[config.mk]
export PLATFORM = sky130hd
export DESIGN_NAME = ro_freq_monitor
export DESIGN_NICKNAME = d
export VERILOG_FILES = /design/src/rtl/ro_mon_pkg.sv /design/src/rtl/ro_edge_counter.sv /design/src/rtl/ro_freq_monitor.sv
export SDC_FILE = /design/constraint.sdc
export NUM_CORES = 1
export LEC_CHECK = 0
export CORE_MARGIN = 2
export CORE_UTILIZATION = 55
export CTS_CLUSTER_SIZE = 12
export DETAILED_ROUTE_END_ITERATION = 7
export PLACE_DENSITY_LB_ADDON = 0.08
export SYNTH_ARGS = -nofsm -noshare
export SYNTH_HDL_FRONTEND = slang
export SYNTH_SLANG_ARGS = --single-unit
[constraint.sdc]
create_clock -name clk_clk -period 2.5 [get_ports clk_clk]
set_input_delay 0.375 -clock clk_clk [delete_from_list [all_inputs] [get_ports clk_clk]]
set_output_delay 0.375 -clock clk_clk [all_outputs]
set_load 0.005 [all_outputs]
[src/rtl/ro_mon_pkg.sv]
// Shared definitions for the ring-oscillator frequency monitor: register map,
// control/status bit positions, FSM state encodings and the window-load helper.
package ro_mon_pkg;

  // Avalon word offsets
  localparam int REG_CTRL       = 0;
  localparam int REG_STATUS     = 1;
  localparam int REG_WINDOW     = 2;
  localparam int REG_CHSEL      = 3;
  localparam int REG_COUNT_BASE = 4;

  // CTRL bits (START and ABORT are write-only pulses)
  localparam int CTRL_START  = 0;
  localparam int CTRL_CONT   = 1;
  localparam int CTRL_IRQ_EN = 2;
  localparam int CTRL_ABORT  = 3;

  // STATUS bits
  localparam int STAT_BUSY = 0;
  localparam int STAT_DONE = 1;
  localparam int STAT_OVF  = 2;

  // Measurement FSM states
  localparam logic [1:0] ST_IDLE  = 2'd0;
  localparam logic [1:0] ST_ARM   = 2'd1;
  localparam logic [1:0] ST_COUNT = 2'd2;
  localparam logic [1:0] ST_LATCH = 2'd3;

  // A programmed window of zero is treated as a one-cycle window so the
  // down-counter never wraps.
  function automatic logic [31:0] win_load(input logic [31:0] win);
    return (win == 32'd0) ? 32'd1 : win;
  endfunction

endpackage

[src/rtl/ro_edge_counter.sv]
// One ring-oscillator channel: two-flop synchroniser plus a delay flop for
// rising-edge detection, feeding a saturating edge counter with clear/enable.
module ro_edge_counter #(
  parameter int CNT_W = 32
) (
  input  logic             clk,
  input  logic             rst_n,
  input  logic             ro_in,
  input  logic             clr,
  input  logic             en,
  output logic [CNT_W-1:0] cnt,
  output logic             sat
);

  logic [2:0]       sync_q, sync_d;
  logic [CNT_W-1:0] cnt_q, cnt_d;
  logic             edge_det;

  // sync_q[0..1] resynchronise the async input, sync_q[2] delays for edge detect
  assign edge_det = sync_q[1] & ~sync_q[2];
  assign sat      = &cnt_q;
  assign cnt      = cnt_q;

  // Next-state: shift the synchroniser and advance the counter, holding at all-ones
  always_comb begin
    sync_d = {sync_q[1:0], ro_in};
    cnt_d  = cnt_q;
    if (clr) begin
      cnt_d = '0;
    end else if (en && edge_det && !sat) begin
      cnt_d = cnt_q + CNT_W'(1);
    end
  end

  // State registers
  always_ff @(posedge clk or negedge rst_n) begin
    if (!rst_n) begin
      sync_q <= '0;
      cnt_q  <= '0;
    end else begin
      sync_q <= sync_d;
      cnt_q  <= cnt_d;
    end
  end

endmodule

[src/rtl/ro_freq_monitor.sv]
// N-channel ring-oscillator frequency monitor. Counts oscillator edges over a
// programmable window of clock cycles, latches per-channel results into an
// Avalon-MM readable register file and exports the selected channel.
module ro_freq_monitor
  import ro_mon_pkg::*;
#(
  parameter int          NUM_CH      = 4,
  parameter int          CNT_W       = 32,
  parameter int          ADDR_W      = 5,
  parameter int unsigned WIN_DEFAULT = 1000
) (
  input  logic              clk_clk,
  input  logic              reset_reset_n,
  input  logic [ADDR_W-1:0] avs_address,
  input  logic              avs_read,
  input  logic              avs_write,
  input  logic [31:0]       avs_writedata,
  output logic [31:0]       avs_readdata,
  input  logic [NUM_CH-1:0] ro_in,
  output logic              irq,
  output logic [31:0]       export_data
);

  logic [1:0]  state_q, state_d;
  logic [31:0] win_cnt_q, win_cnt_d;
  logic [31:0] window_q, window_d;
  logic [31:0] ch_sel_q, ch_sel_d;
  logic        cont_q, cont_d;
  logic        irq_en_q, irq_en_d;
  logic        done_q, done_d;
  logic        ovf_q, ovf_d;
  logic [31:0] readdata_q, readdata_d;
  logic [31:0] export_q, export_d;

  logic        wr_ctrl, wr_status, wr_window, wr_chsel;
  logic        start_req, abort_req;
  logic        latch_en, busy;
  logic        live_clr, live_en;

  logic [NUM_CH-1:0] live_sat;
  logic [31:0]       count_ext      [NUM_CH];
  logic [31:0]       count_next_ext [NUM_CH];

  assign wr_ctrl   = avs_write && (avs_address == ADDR_W'(REG_CTRL));
  assign wr_status = avs_write && (avs_address == ADDR_W'(REG_STATUS));
  assign wr_window = avs_write && (avs_address == ADDR_W'(REG_WINDOW));
  assign wr_chsel  = avs_write && (avs_address == ADDR_W'(REG_CHSEL));
  assign start_req = wr_ctrl && avs_writedata[CTRL_START];
  assign abort_req = wr_ctrl && avs_writedata[CTRL_ABORT];

  assign busy     = (state_q != ST_IDLE);
  assign live_clr = (state_q == ST_ARM);
  assign live_en  = (state_q == ST_COUNT);

  assign irq          = done_q & irq_en_q;
  assign avs_readdata = readdata_q;
  assign export_data  = export_q;

  // Per-channel edge counter plus its latched COUNT register
  generate
    for (genvar gi = 0; gi < NUM_CH; gi++) begin : g_ch
      logic [CNT_W-1:0] live_cnt;
      logic [CNT_W-1:0] count_q, count_d;

      ro_edge_counter #(.CNT_W(CNT_W)) u_cnt (
        .clk   (clk_clk),
        .rst_n (reset_reset_n),
        .ro_in (ro_in[gi]),
        .clr   (live_clr),
        .en    (live_en),
        .cnt   (live_cnt),
        .sat   (live_sat[gi])
      );

      // Capture the live count at the end of each window
      always_comb begin
        count_d = latch_en ? live_cnt : count_q;
      end

      // Latched result register
      always_ff @(posedge clk_clk or negedge reset_reset_n) begin
        if (!reset_reset_n) begin
          count_q <= '0;
        end else begin
          count_q <= count_d;
        end
      end

      assign count_ext[gi]      = 32'(count_q);
      assign count_next_ext[gi] = 32'(count_d);
    end
  endgenerate

  // Measurement FSM and window down-counter; ABORT overrides everything
  always_comb begin
    state_d   = state_q;
    win_cnt_d = win_cnt_q;
    latch_en  = 1'b0;
    if (abort_req) begin
      state_d = ST_IDLE;
    end else begin
      case (state_q)
        ST_IDLE: begin
          if (start_req) state_d = ST_ARM;
        end
        ST_ARM: begin
          win_cnt_d = win_load(window_q);
          state_d   = ST_COUNT;
        end
        ST_COUNT: begin
          win_cnt_d = win_cnt_q - 32'd1;
          if (win_cnt_q == 32'd1) state_d = ST_LATCH;
        end
        default: begin
          latch_en = 1'b1;
          state_d  = cont_q ? ST_ARM : ST_IDLE;
        end
      endcase
    end
  end

  // Register file updates; a LATCH-cycle set beats a same-cycle W1C
  always_comb begin
    cont_d   = cont_q;
    irq_en_d = irq_en_q;
    window_d = window_q;
    ch_sel_d = ch_sel_q;
    done_d   = done_q;
    ovf_d    = ovf_q;
    if (wr_ctrl) begin
      cont_d   = avs_writedata[CTRL_CONT];
      irq_en_d = avs_writedata[CTRL_IRQ_EN];
    end
    if (wr_window) window_d = avs_writedata;
    if (wr_chsel)  ch_sel_d = avs_writedata;
    if (wr_status) begin
      if (avs_writedata[STAT_DONE]) done_d = 1'b0;
      if (avs_writedata[STAT_OVF])  ovf_d  = 1'b0;
    end
    if (latch_en) begin
      done_d = 1'b1;
      if (|live_sat) ovf_d = 1'b1;
    end
  end

  // Read mux, registered for a fixed one-cycle latency; idle cycles return 0
  always_comb begin
    readdata_d = '0;
    if (avs_read) begin
      case (avs_address)
        ADDR_W'(REG_CTRL): begin
          readdata_d[CTRL_CONT]   = cont_q;
          readdata_d[CTRL_IRQ_EN] = irq_en_q;
        end
        ADDR_W'(REG_STATUS): begin
          readdata_d[STAT_BUSY] = busy;
          readdata_d[STAT_DONE] = done_q;
          readdata_d[STAT_OVF]  = ovf_q;
        end
        ADDR_W'(REG_WINDOW): readdata_d = window_q;
        ADDR_W'(REG_CHSEL):  readdata_d = ch_sel_q;
        default: begin
          for (int i = 0; i < NUM_CH; i++) begin
            if (avs_address == ADDR_W'(REG_COUNT_BASE + i)) readdata_d = count_ext[i];
          end
        end
      endcase
    end
  end

  // Export mux uses next-state values so it tracks LATCH and CH_SEL writes one edge later
  always_comb begin
    export_d = '0;
    for (int i = 0; i < NUM_CH; i++) begin
      if (ch_sel_d == 32'(i)) export_d = count_next_ext[i];
    end
  end

  // Control and status registers
  always_ff @(posedge clk_clk or negedge reset_reset_n) begin
    if (!reset_reset_n) begin
      state_q    <= ST_IDLE;
      win_cnt_q  <= '0;
      window_q   <= 32'(WIN_DEFAULT);
      ch_sel_q   <= '0;
      cont_q     <= 1'b0;
      irq_en_q   <= 1'b0;
      done_q     <= 1'b0;
      ovf_q      <= 1'b0;
      readdata_q <= '0;
      export_q   <= '0;
    end else begin
      state_q    <= state_d;
      win_cnt_q  <= win_cnt_d;
      window_q   <= window_d;
      ch_sel_q   <= ch_sel_d;
      cont_q     <= cont_d;
      irq_en_q   <= irq_en_d;
      done_q     <= done_d;
      ovf_q      <= ovf_d;
      readdata_q <= readdata_d;
      export_q   <= export_d;
    end
  end

endmodule

==> results, run 1 <==
- The net load switching power is 6.739 mW.
- The most common library cell in the layout ignoring fill and taps is dfrtp_1.
- In this run the tightest slew margin relative to its limit is 56.85%.
- The area share of and/or/nand/nor cells after synthesis is 16.92%.
- The sequential fraction of design power is 40.2%.
- Synthesis instantiated 76 different standard cells from the library.
- Global routing finished with a remaining overflow of 0.
- The area growth from synthesis to layout is 19.09%.
- The routed wire length is 63930 microns.
- The internal power component is 14.01 mW.
- The all-layer global routing usage is 31.28%.
- The actual transition at the worst max-transition pin is 0.6413 ns.
- The analysis attributes to cell leakage a power of 11.19 nW.
- Entering global routing, the biggest net connects 71 pins.
- The critical path class is reg2reg.
- Among all stages on the critical path, the largest delay is contributed by dfrtp_1.
- Setup repair after global routing left no endpoint under its margin.
- The total number of H-tree levels is 2.
- The detailed-router iteration count before antenna repair is 5.
- The maximum clock rate is 0.4134 GHz.
- The core area is 39730 sq um.
- For this configuration, the core starts out at a cell density of 55.69%.
- Traced cell by cell, the critical path runs through inv_1, ha_4, and3b_1, nand3_1, buf_12, nor4_2, mux2_2.
- The via count of the first global-routing pass is 17260.
- The detailed placer's ending HPWL is 45810 microns.
- The run finished with clean final reports.
- The total via count after detailed routing is 17310.
- The synthesized-area fraction occupied by ao, oa, aoi and oai cells is 11.40%.
- The hold violation total from the final report is 0.
- The average vias per placed instance is 6.398.
- The number of buffers inserted during clock tree synthesis is 47.
- Routability-driven placement finished with a final weighted congestion of 0.9416.
- The number of diodes added for antenna fixing is 0.
- Max-cap violations in this run came to 0.
- The detail route stage leaves a number of antenna-violating nets equal to 0.
- The number of top-level pins is 110.
- The wire length of the first global-routing pass is 100500 microns.
- In this run the vertical extent of the chip is 204.6 microns.
- After detailed placement, the total cell area comes to 24810 sq um.
- The number of instances in the synthesized netlist is 1965.
- The total count of max-transition violations in the final report is 0.
- Dividing total power by cell area gives a power density of 787.4 nW/um^2.
- The critical path startpoint category is a register.
- The share of cells above drive strength 1 is 25.26%.
- Leaving out fill and tap cells, the most frequent cells in the layout are 428 x dfrtp_1, 204 x mux2_2, 130 x a21oi_1, 130 x buf_4, 106 x clkdlybuf4s50_1.
- The fraction of registers with async set or reset after synthesis is 100.0%.
- At the worst endpoint, the arrival time is 2.88 ns.
- The portion of the clock cycle consumed by the worst path in the final layout is 96.76%.
- Across the VDD grid, the largest voltage drop is 0.0006665 V.
- Of the post-synthesis cell area, the part taken by muxes is 17.80%.
- The clock latency of the later-clocked register in the worst-skew pair is 0.59 ns.
- The share of total power dissipated in combinational logic is 27.0%.
- The total nets after synthesis is 2020.
- The count of yosys warnings during synthesis is 0.
- The final instance area is 26350 sq um.
- The required time at the endpoint of the critical path is 2.97 ns.
- In this run the tool buffered the top-level ports with 109 buffer cells.
- The pre-CTS setup slack is -0.2270 ns.
- The number of DRC markers after the initial detailed-route iteration is 1399.
- In this run, the clock network consumes 32.8% of the power.
- The floorplan die area is 41850 sq um.
- The synthesis-stage register bit count is 434.
- Setup violations remaining at the end of the flow were counted as 0.
- The type of the most critical hold path is in2reg.
- The share of the core filled with cells in the final layout is 66.32%.
- The share of the yosys chip area belonging to registers is 49.12%.
- Setup slack closes at 0.08091 ns.
- At the end of the flow, the number of nets in the layout was 2202.
- The synthesized-area fraction occupied by xor and xnor cells is 0.4750%.
- After floorplanning, the core was divided into 73 placement rows.
- After detailed routing, the average wire length per cell comes to 23.63 microns.
- For this run, the leading register cell type out of synthesis is dfrtp_1.
- A synthesized cell averages 11.26 sq um.
- For this run, design rule violations remaining after detail routing come to 0.
- For the finished layout, the period the worst path requires is 2.419 ns.
- The buffer cell driving the clock tree root is clkbuf_16.
- The worst-case hold slack is 0.2309 ns.
- In this run the deepest clock path goes through 3 buffers.
- The largest family of logic cells by synthesized area is multiplexers.
- The largest fanout on the critical path is 19.
- Clock tree synthesis found a total of 434 sinks.
- In this run, synthesis inferred 0 flip-flops with an integrated enable.
- Measured along the x axis, the die boundary spans 204.6 microns.
- The clock tree from TritonCTS is built.
- The fraction of power spent switching nets is 32.48%.
- The adder-cell share of the synthesized area is 0.5655%.
- The clock transition time at the flip-flop clock pins of the worst setup and hold paths is 0.06 ns.
- The initial antenna violation count is 1.
- After synthesis the cells add up to 22120 sq um.
- In this design, the stage delay of the slowest critical-path cell is 0.37 ns.
- The type of element capturing the critical path is a register.
- The worst clock skew is 0.01573 ns.
==> metal layers <==
layer / part of all wire [%] / GRT usage, % / up-vias
met4: 2.9 / 10.66 / 0
met2: 49 / 51.29 / 522
met3: 5.2 / 3.929 / 104
met1: 43 / 43.22 / 8864
met5: 0 / 0 / -
li1: - / - / 7824
==> power by group through the flow <==
stage | Sequential (mW) | Clock (mW) | Combinational (mW)
after floorplan | 8.22 | 0 | 3.70
after global placement | 8.41 | 0 | 5.38
after detailed placement | 8.44 | 0 | 5.52
after CTS | 8.33 | 6.92 | 5.56
after global routing | 8.43 | 7.23 | 6.08
final | 8.35 | 6.80 | 5.60
==> worst paths after layout <==
| kind | startpoint | endpoint | slack (ns) | cells past startpoint |
|---|---|---|---|---|
| max | state_q[0] | g_ch[2].u_cnt.cnt[26] | 0.08 | 7 |
| min | ro_in[1] | g_ch[1].u_cnt.sync_q[0] | 0.23 | 1 |
| max reg2reg | state_q[0] | g_ch[2].u_cnt.cnt[26] | 0.08 | 7 |
| min reg2reg | g_ch[2].u_cnt.sync_q[0] | g_ch[2].u_cnt.sync_q[1] | 0.35 | 0 |
| max in group asynchronous | reset_reset_n | g_ch[2].u_cnt.cnt[18] | 1.37 | 3 |
| min in group asynchronous | reset_reset_n | ch_sel_q[9] | 0.32 | 2 |
==> critical path: cells and delay by family (launching register included) <==
kind                     cells  cell delay (ns)
adder cells (fa/ha/maj)      1             0.26
buffers and inverters        2             0.41
flip-flops                   1             0.37
multiplexers                 1             0.37
AND/OR/NAND/NOR              3             0.88
==> cell families after synthesis <==
| logic type | Yosys count |
|---|---|
| multiplexers | 325 |
| XOR/XNOR | 12 |
| buffers and inverters | 184 |
| flip-flops | 434 |
| adder cells (fa/ha/maj) | 10 |
| AND/OR/NAND/NOR | 632 |
| AO/OA/AOI/OAI | 368 |
==> cell usage after synthesis (3+ instances only) <==
| cell type | count | area share [%] |
|---|---|---|
| o31ai_1 | 60 | 2.0 |
| o41ai_1 | 5 | 0.20 |
| a31oi_1 | 4 | 0.11 |
| o22ai_1 | 57 | 1.6 |
| buf_6 | 7 | 0.36 |
| nor3_1 | 54 | 1.2 |
| a31o_2 | 3 | 0.12 |
| nand4b_1 | 11 | 0.44 |
| nand2b_1 | 3 | 0.085 |
| mux2i_1 | 84 | 3.8 |
| nand2_1 | 82 | 1.4 |
| mux4_2 | 34 | 3.5 |
| xnor2_1 | 10 | 0.40 |
| clkbuf_1 | 80 | 1.4 |
| a2111oi_2 | 32 | 2.2 |
| buf_2 | 22 | 0.50 |
| nand4_1 | 54 | 1.5 |
| and4_1 | 17 | 0.67 |
| nor2_1 | 62 | 1.1 |
| and3_1 | 13 | 0.37 |
| mux2_1 | 3 | 0.15 |
| nor2b_1 | 45 | 1.3 |
| a211oi_1 | 4 | 0.14 |
| inv_1 | 48 | 0.81 |
| or3_1 | 40 | 1.1 |
| o21ai_0 | 49 | 1.1 |
| mux2_2 | 204 | 10 |
| nor4_1 | 41 | 1.2 |
| or2_2 | 8 | 0.23 |
| dfrtp_1 | 428 | 48 |
| and2_1 | 41 | 1.2 |
| buf_4 | 13 | 0.44 |
| or4_1 | 67 | 2.3 |
| buf_1 | 10 | 0.17 |
| ha_1 | 10 | 0.57 |
| nand3b_1 | 4 | 0.14 |
| dfstp_2 | 6 | 0.71 |
| nor3b_1 | 5 | 0.17 |
| nand3_1 | 61 | 1.4 |
| o21ba_2 | 3 | 0.14 |
| a21oi_1 | 131 | 3.0 |
==> registers in the layout (all words and copies together) (netlist names) <==
| name | cells |
|---|---|
| g_ch.count_q | 128 |
| win_cnt_q | 32 |
| done_q | 1 |
| window_q | 32 |
| g_ch.u_cnt.cnt | 128 |
| avs_readdata | 32 |
| cont_q | 1 |
| export_data | 32 |
| irq_en_q | 1 |
| ch_sel_q | 32 |
| state_q | 2 |
| ovf_q | 1 |
| g_ch.u_cnt.sync_q | 12 |
==> area by class of cell <==
class	instances	area [sq um]
Clock inverter	12	87.58
Clock buffer	71	1409
Tap cell	525	656.9
Sequential cell	434	10870
Timing Repair Buffer	267	2628
Fill cell	3052	13380
Multi-Input combinational cell	1347	10510
Inverter	50	188.9
==> through the flow <==
step	total power, mW	TNS, ns	std cells
2_1_floorplan	11.92	0	1965
3_3_place_gp	13.80	-3.764	2622
3_5_place_dp	13.96	-5.186	2622
4_1_cts	20.81	0	2706
5_1_grt	21.75	0	2706
6_report	20.75	0	2706
==> what timing repair did <==
item | CTS | global route
gates resized for setup | 1 | 4
buffers inserted | 0 | 0
hold buffers | 1 | 0
endpoints found under the hold margin | 45 | 0
endpoints found under the setup margin | 7 | 7
(Power assumes the default switching activity.)
==> run 2: changes to the inputs <==
CORE_MARGIN = default   (was 2)
MAX_ROUTING_LAYER = met4   (was default)
==> run 2 against run 1 <==
Compared with the run above: flip-flop and latch count unchanged; largest cell class unchanged; final cell count increased by 0.22%; via count increased by 0.23%; clock-buffer cell count decreased by 3; utilization increased by 0.23 points; global-route usage increased by 1.7 points; worst hold slack got worse by 0.00052 ns.
==> results, run 2 (synthesized netlist as in run 1, its figures left out) <==
- The flow ran to the end, and the final reports show no timing, DRC or antenna violations.
- The clock transition time at the flip-flop clock pins of the worst setup and hold paths came to 0.06 ns (about the same).
- The time the final worst path needs with I/O delays and setup is 2.407 ns (-0.01174 ns).
- The final worst slack is 0.09265 ns (+0.01174 ns).
- The via count of the first global-routing pass came to 17340 (+0.49%).
- The area growth from synthesis to layout is 19.50%.
- The fraction of power spent switching nets is 32.52% (+0.037 points).
- The total via count after detailed routing came to 17350 (+0.23%).
- The worst setup path startpoint is state_q[0].
- In this run the most critical hold path is launched from ro_in[2].
- The maximum clock rate was 0.4154 GHz (+0.49%).
- The number of DRC markers after the initial detailed-route iteration is 1202 (-14%).
- The aggregate global routing overflow is 0 (unchanged).
- The pre-CTS setup slack is -0.2408 ns (-0.01380 ns).
- In the layout the commonest cells are 428 x dfrtp_1, 204 x mux2_2, 137 x buf_4.
- The initial antenna violation count is 1 (unchanged).
- The net load switching power is 6.781 mW (+0.63%).
- The initial cell density of the core is 55.69% (unchanged).
- The count of input and output buffers was 109 (unchanged).
- The worst setup path is launched from a register.
- The buffer depth of the longest clock path was 3 (unchanged).
- The most common library cell in the layout ignoring fill and taps is dfrtp_1.
- The core area is 39730 sq um (unchanged).
- The layout net count is 2210 (+0.36%).
- The post-route antenna net violation count came to 0 (unchanged).
- The clock tree from TritonCTS is built.
- The clock sink total is 434 (unchanged).
- The worst register-to-register path begins at state_q[0].
- The power density normalized to cell area came to 788.8 nW/um^2 (+0.18%).
- The overall power is 20.85 mW (+0.52%).
- The number of top-level pins is 110 (unchanged).
- The total count of max-transition violations in the final report is 0 (unchanged).
- The layout filler cell count came to 3101 (+1.6%).
- The share of cells above drive strength 1 was 25.57% (+0.31 points).
- The total number of H-tree levels was 2 (unchanged).
- The global placer's final weighted congestion is 0.9150 (-2.8%).
- The largest net degree at the start of global routing was 71 (unchanged).
- The required time at the endpoint of the critical path is 2.96 ns (about the same).
- The headroom to the max-slew limit is 51.04% (-5.8 points).
- The number of buffers inserted during clock tree synthesis is 47 (unchanged).
- By startpoint and endpoint, the worst setup path is classified as reg2reg.
- The all-layer global routing usage is 32.95% (+1.7 points).
- The chip height is 202.6 microns (-0.98%).
- The detailed-router iteration count before antenna repair is 5 (unchanged).
- The portion of the clock cycle consumed by the worst path in the final layout is 96.29% (-0.47 points).
- The actual transition at the worst max-transition pin came to 0.7277 ns (+0.08643 ns).
- The worst clock skew is 0.01370 ns (-0.002029 ns).
- The internal power component came to 14.07 mW (+0.46%).
- Setup repair after global routing left no endpoint under its margin.
- The total of endpoints with negative setup slack in the final report is 0 (unchanged).
- The wire length of the first global-routing pass is 101000 microns (+0.43%).
- The clock network power share was 33.1% (+0.3 points).
- The leakage power of the design is 11.25 nW (+0.56%).
- The combinational fraction of design power was 26.8% (-0.2 points).
- The final routed wire length divided by cell count came to 23.81 microns (+0.79%).
- The routed wire length is 64580 microns (+1.0%).
- The largest fanout on the critical path is 7 (-12).
- The clock latency of the later-clocked register in the worst-skew pair came to 0.58 ns (about the same).
- The floorplan die area is 41030 sq um (-1.9%).
- The detailed placer's ending HPWL came to 46260 microns (+0.98%).
- The critical path arrival is 2.86 ns (-0.02 ns).
- The average vias per placed instance is 6.399 (about the same).
- The hold violation total from the final report is 0 (unchanged).
- The max-cap violation count came to 0 (unchanged).
- The sequential fraction of design power came to 40.1% (about the same).
- The placement row count came to 73 (unchanged).
- The die span in x is 202.6 microns (-0.98%).
- The buffer cell driving the clock tree root is clkbuf_16.
- The worst-case hold slack is 0.2304 ns (-0.0005230 ns).
- The detailed-route DRC error count is 0 (unchanged).
- The worst setup path is captured at a register.
- The type of the most critical hold path is in2reg.
- The worst ir drop on vdd was 0.0005134 V (-23%).
[run 2: path summary, 6_finish.rpt]
path,to,slack [ns],cells after the start
min,g_ch[2].u_cnt.sync_q[0],0.23,1
max,g_ch[2].u_cnt.cnt[28],0.09,7
max in group asynchronous,g_ch[2].u_cnt.cnt[30],1.36,3
min reg2reg,g_ch[2].u_cnt.sync_q[1],0.35,0
min in group asynchronous,g_ch[1].count_q[4],0.34,2
max reg2reg,g_ch[2].u_cnt.cnt[28],0.09,7
[run 2: stage by stage]
step / instance area [sq um] / TNS (ns) / utilization, % / instances
2_1_floorplan: 22130 / 0 / - / 1965
3_3_place_gp: 24880 / -5.841 / 62.62 / 2629
3_5_place_dp: 24880 / -6.260 / 62.62 / 2629
4_1_cts: 26410 / 0 / 66.47 / 2711
5_1_grt: 26440 / 0 / 66.54 / 2712
6_report: 26440 / 0 / 66.54 / 2712
[run 2: metal layers]
layer | vias up | share of wire [%] | track usage (%)
met4 | 0 | 3.6 | 12.49
met5 | - | 0 | -
met1 | 8830 | 43 | 43.24
met2 | 539 | 48 | 52.37
met3 | 142 | 5.3 | 4.366
li1 | 7842 | - | -
[run 2: what timing repair did]
action	in CTS	in global routing
setup endpoints to repair	4	17
cloned	0	0
hold endpoints to repair	42	0
setup buffers	1	0
pin swaps	1	0
gates resized for setup	0	6
hold buffers	1	0
[run 2: final cells by class]
cell class                      instances  area, sq um  share of cell area, %
Antenna cell                            1        2.502               0.009465
Clock buffer                           68         1398                  5.286
Clock inverter                         12        113.9                 0.4306
Inverter                               50        188.9                 0.7146
Multi-Input combinational cell       1347        10510                  39.76
Sequential cell                       434        10870                  41.11
Tap cell                              525        656.9                  2.485
Timing Repair Buffer                  275         2700                  10.21
[run 2: critical path, cell delays in order, from the launching register on]
cell and delay, ns:
dfrtp_1 0.37, inv_1 0.14, ha_4 0.25, and3b_1 0.25
nand3_1 0.29, a211oi_1 0.40, and4_1 0.24, mux2_2 0.34
[run 2: power by group through the flow]
stage                     logic, mW  clock network, mW  registers [mW]
after floorplan                3.70                  0            8.22
after detailed placement       5.51                  0            8.44
after global routing           6.05               7.30            8.42
after global placement         5.34                  0            8.41
final                          5.59               6.91            8.35
after CTS                      5.52               7.05            8.33
==> run 3: changes to the inputs <==
CTS_CLUSTER_DIAMETER = 100   (was default)
==> run 3 against run 2 <==
Compared with the run above: sequential power about the same; first-iteration DRC count up 1.2%; power decreased by 5.1%; largest cell class unchanged; die area stayed put; via count shrank 0.26%.
==> results, run 3 (synthesized netlist as in run 1, its figures left out) <==
- The flow ran to the end, and the final reports show no timing, DRC or antenna violations.
- The share of the core filled with cells in the final layout was 65.70% (-0.84 points).
- The instance area at placement is 24880 sq um (unchanged).
- The detailed placer's ending HPWL is 46260 microns (unchanged).
- The share of cells above drive strength 1 is 24.77% (-0.80 points).
- The final instance area is 26100 sq um (-1.3%).
- The time the final worst path needs with I/O delays and setup is 2.404 ns (-0.003817 ns).
- In the layout the commonest cells are 428 x dfrtp_1, 204 x mux2_2, 137 x buf_4.
- The average vias per placed instance is 6.437 (+0.59%).
- The worst clock skew is 0.01778 ns (+0.004078 ns).
- The headroom to the max-slew limit is 51.72% (+0.68 points).
- The overall power is 19.80 mW (-5.1%).
- The portion of the clock cycle consumed by the worst path in the final layout is 96.14% (-0.15 points).
- The critical path startpoint category is a register.
- The core area came to 39730 sq um (unchanged).
- The critical path class is reg2reg.
- The maximum clock rate is 0.4161 GHz (+0.16%).
- The count of input and output buffers is 109 (unchanged).
- The detailed-route DRC error count is 0 (unchanged).
- The count of non-filler cells in the finished layout is 2689 (-0.85%).
- The initial cell density of the core was 55.69% (unchanged).
- The type of element capturing the critical path is a register.
- The final routed wire length divided by cell count was 24.00 microns (+0.79%).
- The clock transition time at the flip-flop clock pins of the worst setup and hold paths came to 0.06 ns (about the same).
- Setup repair after global routing left no endpoint under its margin.
- The wire length of the first global-routing pass is 100600 microns (-0.35%).
- The worst ir drop on vdd came to 0.0006247 V (+22%).
- The total negative setup slack came to 0 ns (unchanged).
- The number of top-level pins is 110 (unchanged).
- The placement row count is 73 (unchanged).
- The critical path arrival is 2.86 ns (about the same).
- The largest fanout on the critical path is 5 (-2).
- The largest net degree at the start of global routing came to 71 (unchanged).
- The number of cells in the design after placement came to 2629 (unchanged).
- The die span in x was 202.6 microns (unchanged).
- The layout net count was 2205 (-0.23%).
- The required time at the endpoint of the critical path is 2.96 ns (about the same).
- The clock sink total was 434 (unchanged).
- The most common library cell in the layout ignoring fill and taps is dfrtp_1.
- TritonCTS built the clock tree.
- The clock latency of the later-clocked register in the worst-skew pair was 0.57 ns (about the same).
- The number of DRC markers after the initial detailed-route iteration was 1216 (+1.2%).
- The total count of max-transition violations in the final report is 0 (unchanged).
- The hold violation total from the final report is 0 (unchanged).
- The actual transition at the worst max-transition pin came to 0.7176 ns (-0.01013 ns).
- The total via count after detailed routing is 17310 (-0.26%).
- The floorplan die area was 41030 sq um (unchanged).
- The buffer cell driving the clock tree root is clkbuf_16.
- The area growth from synthesis to layout is 17.98%.
- The buffer depth of the longest clock path is 3 (unchanged).
- The leakage power of the design came to 11.07 nW (-1.6%).
- The final worst slack was 0.09647 ns (+0.003817 ns).
- The total number of H-tree levels is 2 (unchanged).
- The min-delay analysis places its worst path in the category in2reg.
- The chip height came to 202.6 microns (unchanged).
- The number of buffers inserted during clock tree synthesis is 42 (-11%).
- The max-cap violation count is 0 (unchanged).
- The total of endpoints with negative setup slack in the final report was 0 (unchanged).
- The initial antenna violation count is 4 (+3).
- The global placer's final weighted congestion is 0.9150 (unchanged).
- The routed wire length was 64530 microns (about the same).
- The power density normalized to cell area is 758.5 nW/um^2 (-3.8%).
- The aggregate global routing overflow came to 0 (unchanged).
- The detailed-router iteration count before antenna repair was 5 (unchanged).
- The post-route antenna net violation count is 0 (unchanged).
- The pre-CTS setup slack is -0.2408 ns (unchanged).
- The worst-case hold slack was 0.2389 ns (+0.008501 ns).
- The all-layer global routing usage was 33.02% (+0.079 points).
- The via count of the first global-routing pass is 17420 (+0.47%).
run 3: cell types whose count changed in the layout (fill, tap and decap cells not counted), sizes merged:
| cell | before | now |
|---|---|---|
| clkbuf | 68 | 53 |
| diode | 1 | 4 |
| inv | 49 | 50 |
| bufinv | 2 | 0 |
| clkinv | 11 | 1 |
run 3: where the power goes:
| group | internal, mW | switching, mW |
|---|---|---|
| Combinational | 2.35 | 3.23 |
| Clock | 3.21 | 2.67 |
| Sequential | 7.66 | 0.688 |
run 3: metal layers:
| metal | global-route usage (%) | up-vias | part of all wire, % |
|---|---|---|---|
| li1 | - | 7802 | - |
| met1 | 42.47 | 8754 | 42 |
| met2 | 50.95 | 595 | 47 |
| met3 | 5.506 | 157 | 6.1 |
| met4 | 16.19 | 0 | 4.7 |
| met5 | - | - | 0 |
run 3: final cells by class:
cell class / instances / area, sq um
fill: 3154 / 13630
sequential: 434 / 10870
multi-input combinational: 1347 / 10510
timing repair buffer: 275 / 2700
clock buffer: 53 / 1156
tap: 525 / 656.9
inverter: 50 / 188.9
clock inverter: 1 / 11.26
antenna: 4 / 10.01
run 3: final timing paths:
path,cells past startpoint,startpoint,slack [ns],to
max,6,g_ch[3].u_cnt.cnt[0],0.1,g_ch[3].u_cnt.cnt[22]
min,1,ro_in[0],0.24,g_ch[0].u_cnt.sync_q[0]
max reg2reg,6,g_ch[3].u_cnt.cnt[0],0.1,g_ch[3].u_cnt.cnt[22]
min reg2reg,0,g_ch[3].u_cnt.sync_q[0],0.35,g_ch[3].u_cnt.sync_q[1]
max in group asynchronous,3,reset_reset_n,1.37,g_ch[1].u_cnt.cnt[25]
min in group asynchronous,2,reset_reset_n,0.35,g_ch[3].count_q[6]
run 3: what timing repair did:
item	in CTS	in global routing
buffers inserted	1	0
hold buffers	1	0
pin swaps	1	0
resized for setup	1	6
setup endpoints to repair	5	16
endpoints found under the hold margin	42	0
run 3: critical path, stage by stage (launching register included):
cell and delay (ns):
dfrtp_1 0.43, ha_1 0.23, nand2_1 0.13, or3_1 0.42, or2_1 0.32, nor4b_1 0.37
mux2_2 0.38
